==> src/rtl/pwl_fma_float.sv <==
// pwl_fma_float: 4-stage single-precision y = m*data + c for the PWL activation path.
// Denormals flush to zero, every truncation rounds toward zero, any exponent of 255 yields NAN_VAL.
module pwl_fma_float #(
    parameter logic [31:0] NAN_VAL = 32'h7FC00000
) (
    input  logic        clk,
    input  logic        rst,
    input  logic        in_valid,
    output logic        in_ready,
    input  logic [31:0] data,
    input  logic [31:0] m,
    input  logic [31:0] c,
    output logic        out_valid,
    input  logic        out_ready,
    output logic [31:0] y
);
    logic               en;
    logic [7:0]         ex, em, ec;
    logic [23:0]        mx, mm;
    logic               v1, s1_ps, s1_cs, s1_spec, s1_pz, s1_cz;
    logic signed [10:0] s1_pe;
    logic [27:0]        s1_p;
    logic [7:0]         s1_ce;
    logic [23:0]        s1_cm;
    logic [26:0]        pm, cm, a, b_raw, b;
    logic signed [10:0] pe_n, ce_s, diff;
    logic               p_big;
    logic               v2, s2_sa, s2_sb, s2_spec;
    logic [26:0]        s2_a, s2_b;
    logic signed [10:0] s2_e;
    logic               same, a_ge, sgn;
    logic [27:0]        sum;
    logic               v3, s3_s, s3_spec;
    logic [27:0]        s3_sum;
    logic signed [10:0] s3_e;
    logic [4:0]         pos;
    logic signed [10:0] re;
    logic [22:0]        frac;
    logic [31:0]        y_n;

    assign en       = out_ready | ~out_valid;
    assign in_ready = en;

    always_comb begin
        ex = data[30:23];
        em = m[30:23];
        ec = c[30:23];
        mx = (ex == 8'd0) ? 24'd0 : {1'b1, data[22:0]};
        mm = (em == 8'd0) ? 24'd0 : {1'b1, m[22:0]};
    end

    // Product is normalised to 1.xx with 26 fraction bits; the smaller-exponent operand is aligned.
    always_comb begin
        pm    = s1_p[27] ? s1_p[27:1] : s1_p[26:0];
        pe_n  = s1_pe + (s1_p[27] ? 11'sd1 : 11'sd0);
        cm    = {s1_cm, 3'b000};
        ce_s  = $signed({3'b000, s1_ce});
        p_big = ~s1_pz & (s1_cz | (pe_n >= ce_s));
        diff  = p_big ? pe_n - ce_s : ce_s - pe_n;
        a     = p_big ? pm : cm;
        b_raw = p_big ? cm : pm;
        b     = (diff < 11'sd0 || diff > 11'sd26) ? 27'd0 : b_raw >> diff[4:0];
    end

    always_comb begin
        same = s2_sa == s2_sb;
        a_ge = s2_a >= s2_b;
        sum  = same ? {1'b0, s2_a} + {1'b0, s2_b} : a_ge ? {1'b0, s2_a - s2_b} : {1'b0, s2_b - s2_a};
        sgn  = (same | a_ge) ? s2_sa : s2_sb;
    end

    always_comb begin
        pos = 5'd0;
        for (int i = 0; i < 28; i++)
            if (s3_sum[i]) pos = 5'(i);
        re   = s3_e + $signed({6'b000000, pos}) - 11'sd26;
        frac = 23'((s3_sum << (5'd27 - pos)) >> 4);
        y_n  = s3_spec ? NAN_VAL :
               (s3_sum == 28'd0) ? 32'h0 :
               (re >= 11'sd255) ? {s3_s, 8'hFF, 23'h0} :
               (re <= 11'sd0) ? {s3_s, 31'h0} :
               {s3_s, re[7:0], frac};
    end

    always_ff @(posedge clk) begin
        if (rst) begin
            {v1, s1_ps, s1_cs, s1_spec, s1_pz, s1_cz} <= '0;
            s1_pe     <= '0;
            s1_p      <= '0;
            s1_ce     <= '0;
            s1_cm     <= '0;
            {v2, s2_sa, s2_sb, s2_spec} <= '0;
            s2_a      <= '0;
            s2_b      <= '0;
            s2_e      <= '0;
            {v3, s3_s, s3_spec} <= '0;
            s3_sum    <= '0;
            s3_e      <= '0;
            out_valid <= 1'b0;
            y         <= 32'h0;
        end else if (en) begin
            v1        <= in_valid;
            s1_ps     <= data[31] ^ m[31];
            s1_cs     <= c[31] & (ec != 8'd0);
            s1_spec   <= (ex == 8'hFF) | (em == 8'hFF) | (ec == 8'hFF);
            s1_pz     <= (ex == 8'd0) | (em == 8'd0);
            s1_cz     <= ec == 8'd0;
            s1_pe     <= $signed({3'b000, ex}) + $signed({3'b000, em}) - 11'sd127;
            s1_p      <= 28'((48'(mx) * 48'(mm)) >> 20);
            s1_ce     <= ec;
            s1_cm     <= (ec == 8'd0) ? 24'd0 : {1'b1, c[22:0]};
            v2        <= v1;
            s2_sa     <= p_big ? s1_ps : s1_cs;
            s2_sb     <= p_big ? s1_cs : s1_ps;
            s2_spec   <= s1_spec;
            s2_a      <= a;
            s2_b      <= b;
            s2_e      <= p_big ? pe_n : ce_s;
            v3        <= v2;
            s3_s      <= sgn;
            s3_spec   <= s2_spec;
            s3_sum    <= sum;
            s3_e      <= s2_e;
            out_valid <= v3;
            y         <= y_n;
        end
    end
endmodule

==> config.mk <==
export PLATFORM = sky130hd
export DESIGN_NAME = pwl_fma_float
export DESIGN_NICKNAME = d
export VERILOG_FILES = /design/src/rtl/pwl_fma_float.sv
export SDC_FILE = /design/constraint.sdc
export NUM_CORES = 2
export LEC_CHECK = 0
export CAP_MARGIN = 20
export CORE_MARGIN = 4
export CORE_UTILIZATION = 45
export DETAILED_ROUTE_END_ITERATION = 8
export GPL_TIMING_DRIVEN = 1
export REMOVE_ABC_BUFFERS = 1
export SYNTH_ARGS = -nofsm -noshare
export SYNTH_HDL_FRONTEND = slang
export SYNTH_SLANG_ARGS = --single-unit
==> constraint.sdc <==
create_clock -name clk -period 10.35 [get_ports clk]
set_input_delay 2.07 -clock clk [delete_from_list [all_inputs] [get_ports clk]]
set_output_delay 2.07 -clock clk [all_outputs]
set_load 0.05 [all_outputs]
Yosys cells after proc, flatten, opt, wreduce, memory -nomap -nowiden. Cells that the tools add are included.

Flip-flop bits (word level): 221. Latch bits: 0. Memory bits (writable): 0. Memory bits (read-only): 0. Input bits: 100. Memories: 0.

Add/subtract/negate cells: 11. Multiply operators: 1. Divide/modulo/power cells: 0. $lt $le $gt $ge: 6. Equality and inequality tests: 4. Shift-type cells: 2. Muxes and demuxes: 46. Bitwise operators: 11. Reduce and logical (&&, ||, !) cells: 6.

Operator list (number): two-way mux 27 bit (5); two-way mux 5 bit (26); two-way mux 24 bit (3); two-way mux 32 bit (2); two-way mux 31 bit (2); subtractor 27 bit (2); multiplier 24 x 24 -> 48 bit (1); adder 27 x 27 -> 28 bit (1); zero test 28 bit (1); two-way mux 28 bit (1); left shift 28 x 5 -> 27 bit (1); >= comparator 27 bit (1); >> shifter 27 x 5 -> 27 bit (1); == test 8 bit (second input constant) (3); zero test 8 bit (3); two-way mux 11 bit (2); adder 11 x 2 -> 11 bit (1); adder 11 x 6 -> 11 bit (1); >= comparator 11 x 9 -> 1 bit (1); >= comparator 11 x 9 -> 1 bit (second input constant) (1); greater-than comparator 11 x 6 -> 1 bit (second input constant) (1); <= comparator 11 x 1 -> 1 bit (second input constant) (1); < comparator 11 x 1 -> 1 bit (second input constant) (1); subtractor 11 x 6 -> 11 bit (second input constant) (1); other kinds (13) (24).

Depth between registers and ports, before layout.
Word-level depth: 34. Depth in mapped cells: 33.

Worst setup path after synthesis. No wires, ideal clock.

Kind: input to register. From: in m[23]. To: reg s1_p[25]. Setup time: 117 ps. Data arrival time: 9920 ps. Path slack: 313 ps. Stages: 31. Buffers on the path: 4. Cells stage by stage: or4_1 > nor2_1 > a21oi_1 > clkbuf_1 > clkbuf_1 > clkbuf_1 > clkbuf_1 > and3_1 > fa_1 > fa_1 > fa_1 > inv_1 > fa_1 > inv_1 > fa_1 > inv_1 > fa_1 > inv_1 > fa_1 > ha_1 > a21oi_1 > o21ai_0 > a21oi_1 > a31oi_1 > a211oi_1 > a211oi_1 > o221a_2 > o21ai_1 > a21boi_0 > or3_1 > a32o_1.

Word-level cells in the longest chain between the ends: 3.

RTL lines: from (decl) (RTL line 11) `input logic [31:0] m,`; zero test 8 bit (RTL line 49) `mm = (em == 8'd0) ? 24'd0 : {1'b1, m[22:0]};`; two-way mux 24 bit (RTL line 49); multiplier 24 x 24 -> 48 bit (RTL line 109) `s1_p <= 28'((48'(mx) * 48'(mm)) >> 20);`; to (signal assigned) (RTL line 109); to (decl) (RTL line 22) `logic [27:0] s1_p;`.

Every way passes these cells. A chain may end at the register's enable or synchronous reset.

Worst setup path after layout.
From: in m[30]. To: reg s1_p[25].

The elaborated chain is that of the path after synthesis.

==> results.md <==
| Item | Reported |
|---|---|
| Reg2Reg Depth | 18 |
| Dpl cells | 5351 |
| Drc violations | 0 |
| Post-Syn Area | 35200 sq um |
| Post-cts resize count | 0 |
| GRT Residual Overflow | 0 |
| Port buffer count | 133 |
| Synth top area cells | fa_1, dfxtp_1, ha_1 |
| Slew of the pin with the lowest slew margin | 1.04 ns |
| Leading area contributor after synthesis | fa_1 |
| Unrepaired setup endpoints after global routing | no |
| Num ports | 134 |
| Final number of setup-violating endpoints | 0 |
| Num CTS Buffers | 24 |
| Maximum clock skew at final layout | 0.0349 ns |
| Wire length reported by the detailed router | 106000 um |
| Antenna violations before repair | 5 |
| Number of nets in the finished design | 5225 |
| WS Path Type | primary input to register |
| Area occupied by registers | 4400 sq um |
| Syn avg cell area | 8.32 sq um |
| Post-DRT Antenna Nets | 0 |
| Maximum number of pins on one net before global-route repair | 80 |
| Post-Route M1 WL | 48000 um |
| Sum of met3 wire segment lengths after detailed routing | 7380 um |
| Count of buffers added by post-CTS timing repair for setup | 0 |
| DIE AREA | 82700 sq um |
| Total via count in the routed design | 30.0k |
| Kind of end point of the critical path | register |
| Violation count after the first detailed-route iteration | 2383 |
| Overall global routing resource usage | 26.1% |
| CP Data Arrival Time | 10.36 ns |
| Top Metal Used | met5 |
| Instance count along the most critical hold path | 2 |
| Startpoint type of the worst setup path | primary input |
| Synthesized instance count | 4226 |
| Number of synthesized register bits | 220 |
| Worst-path cell with the longest stage delay | or4_1 |
| Pre-Repair DR Iteration Count | 5 |
| Number of inserted filler cells in the final layout | 7556 |
| Share of the clock period used by the worst path after layout | 95.7% |
| Area fraction of the dominant cell type after synthesis | 27.8% |
| Count leader, synth | inv_1 |
| Data required time of the critical path | 10.81 ns |
| Min Tclk post-route | 9.90 ns |
| Effective utilization at floorplan | 45.4% |
| Total of warnings raised by yosys | 0 |
| Longest individual stage delay on the worst path | 0.57 ns |
| H-tree lvl count | 1 |
| Post-synth EDFFs | 0 |
| First-pass GRT wire length | 171000 um |
| Height of the die | 288 um |
| CP Max Fanout | 40 |
| Vias/cell | 5.55 |
| Worst slew margin relative to its limit | 29.9% |
| Width of the chip | 288 um |
| Site Rows | 102 |
| Post-synth top cells | inv_1, nand2_1, fa_1, ha_1 |
| Clock latency at the later pin of the worst-skew pair | 0.56 ns |
| Total clock sinks | 220 |
| Hold-fix buffers, CTS | 0 |
| Fraction of layout cells with a size suffix above 1 | 8.56% |
| Gp weighted congestion | 0.909 |
| Final Core Density | 50.8% |
| Combined area of the multi-input logic cells | 27400 sq um |
| Number of library cell types mapped by synthesis | 83 |
| Detailed route wirelength on metal2 | 47600 um |
| Clock tree from TritonCTS | yes |
| Buffer depth of the longest clock path | 3 |
| Result of the run | finished clean |
| Pins over their slew limit | 0 |
| Clock tree root driver cell | clkbuf_16 |
| Cell mode on critical path | fa_1 |
| Standard cell core area | 77500 sq um |
| Worst-path clk slew | 0.06 ns |
| Worst min-delay path class | register to register |
| Fmax | 0.101 GHz |
| Number of hold violations in the final report | 0 |
| Routed length per placed instance | 19.7 um |
| Fraction of the yosys area taken by sequential cells | 12.5% |
| Primary flip-flop cell chosen by synthesis mapping | dfxtp_1 |
| HPWL after DPL | 87300 um |
| Final Instance Count excl. Fillers | 5396 |
| Max capacitance violation total | 0 |
| Vias in the first global route | 30.2k |
| Share of synthesized flip-flops with an asynchronous set or reset | 0% |
| Area growth from synthesis to final layout | 11.9% |
sequential cells by signal, indices dropped and copies added, names as in the netlist, 10 cells and up:
signal  count
s1_cm      24
s3_e       11
s2_e       11
s1_p       28
s3_sum     28
s1_pe      10
s2_b       27
s2_a       27
y          32
layout by cell type (no fill, tap or decap), types with 23 or more instances in the layout:
master / count
a21o_1: 47
a21oi_1: 237
nand4_1: 25
xor2_1: 27
nand3_1: 90
mux2_2: 41
and2_1: 41
buf_4: 221
nor2_1: 237
a211oi_1: 47
xnor2_1: 56
fa_1: 488
nand2_1: 559
clkdlybuf4s50_1: 132
ha_1: 298
inv_1: 642
a22oi_1: 35
o21bai_1: 27
mux4_2: 23
mux2i_1: 132
nor3_1: 47
nand2b_1: 26
clkbuf_16: 24
and3_1: 189
dfxtp_1: 220
o21ai_0: 111
cell type report:
cell class,instances,area share (%)
timing repair buffer,357,7.74
clock buffer,28,1.61
clock inverter,15,0.451
inverter,646,6.17
antenna,1,0.00636
tap,1040,3.31
multi-input combinational,3089,69.5
sequential,220,11.2
stage by stage:
stage	setup slack, ns	instance area [sq um]	setup TNS (ns)	hold slack (ns)
floorplan	-6.62	34100	-583.33	0.424
global placement	-0.324	38500	-1.36	0.440
detailed placement	-0.357	38500	-1.61	0.444
CTS	0.205	39300	0	0.453
global route	0.00889	39400	0	0.473
finish	0.448	39400	0	0.450
final timing paths:
path / end / startpoint / slack (ns)
max reg2reg: s2_b[19] / s1_p[27] / 4.09
min: v3 / v3 / 0.45
max: s1_p[25] / m[30] / 0.45
min reg2reg: v3 / v3 / 0.45
worst max-delay path, delay by kind of cell:
family / cells / cell delay [ns]
AND/OR/NAND/NOR: 5 / 1.65
adder cells (fa/ha/maj): 8 / 3.66
AO/OA/AOI/OAI: 11 / 1.87
buffers and inverters: 5 / 1.05
cells by family after synthesis:
group	count (synthesis)	synth area share, %
AOI/OAI and AO/OA	715	13.1
muxes	198	6.67
and+or+nand+nor	1302	17.2
DFF	220	12.5
xor gates and xnor gates	87	2.21
buffers and inverters	917	9.89
adders and majority gates	787	38.4
metal layers:
layer  vias up  track usage, %
li1      14100               -
met1     14700            37.2
met2       909            41.7
met3       176            3.82
met4         4            6.90
met5         -               0
Power is left out: the tool's default activity adds up to more than one toggle a clock period on the data nets, which glitch-free logic cannot reach.
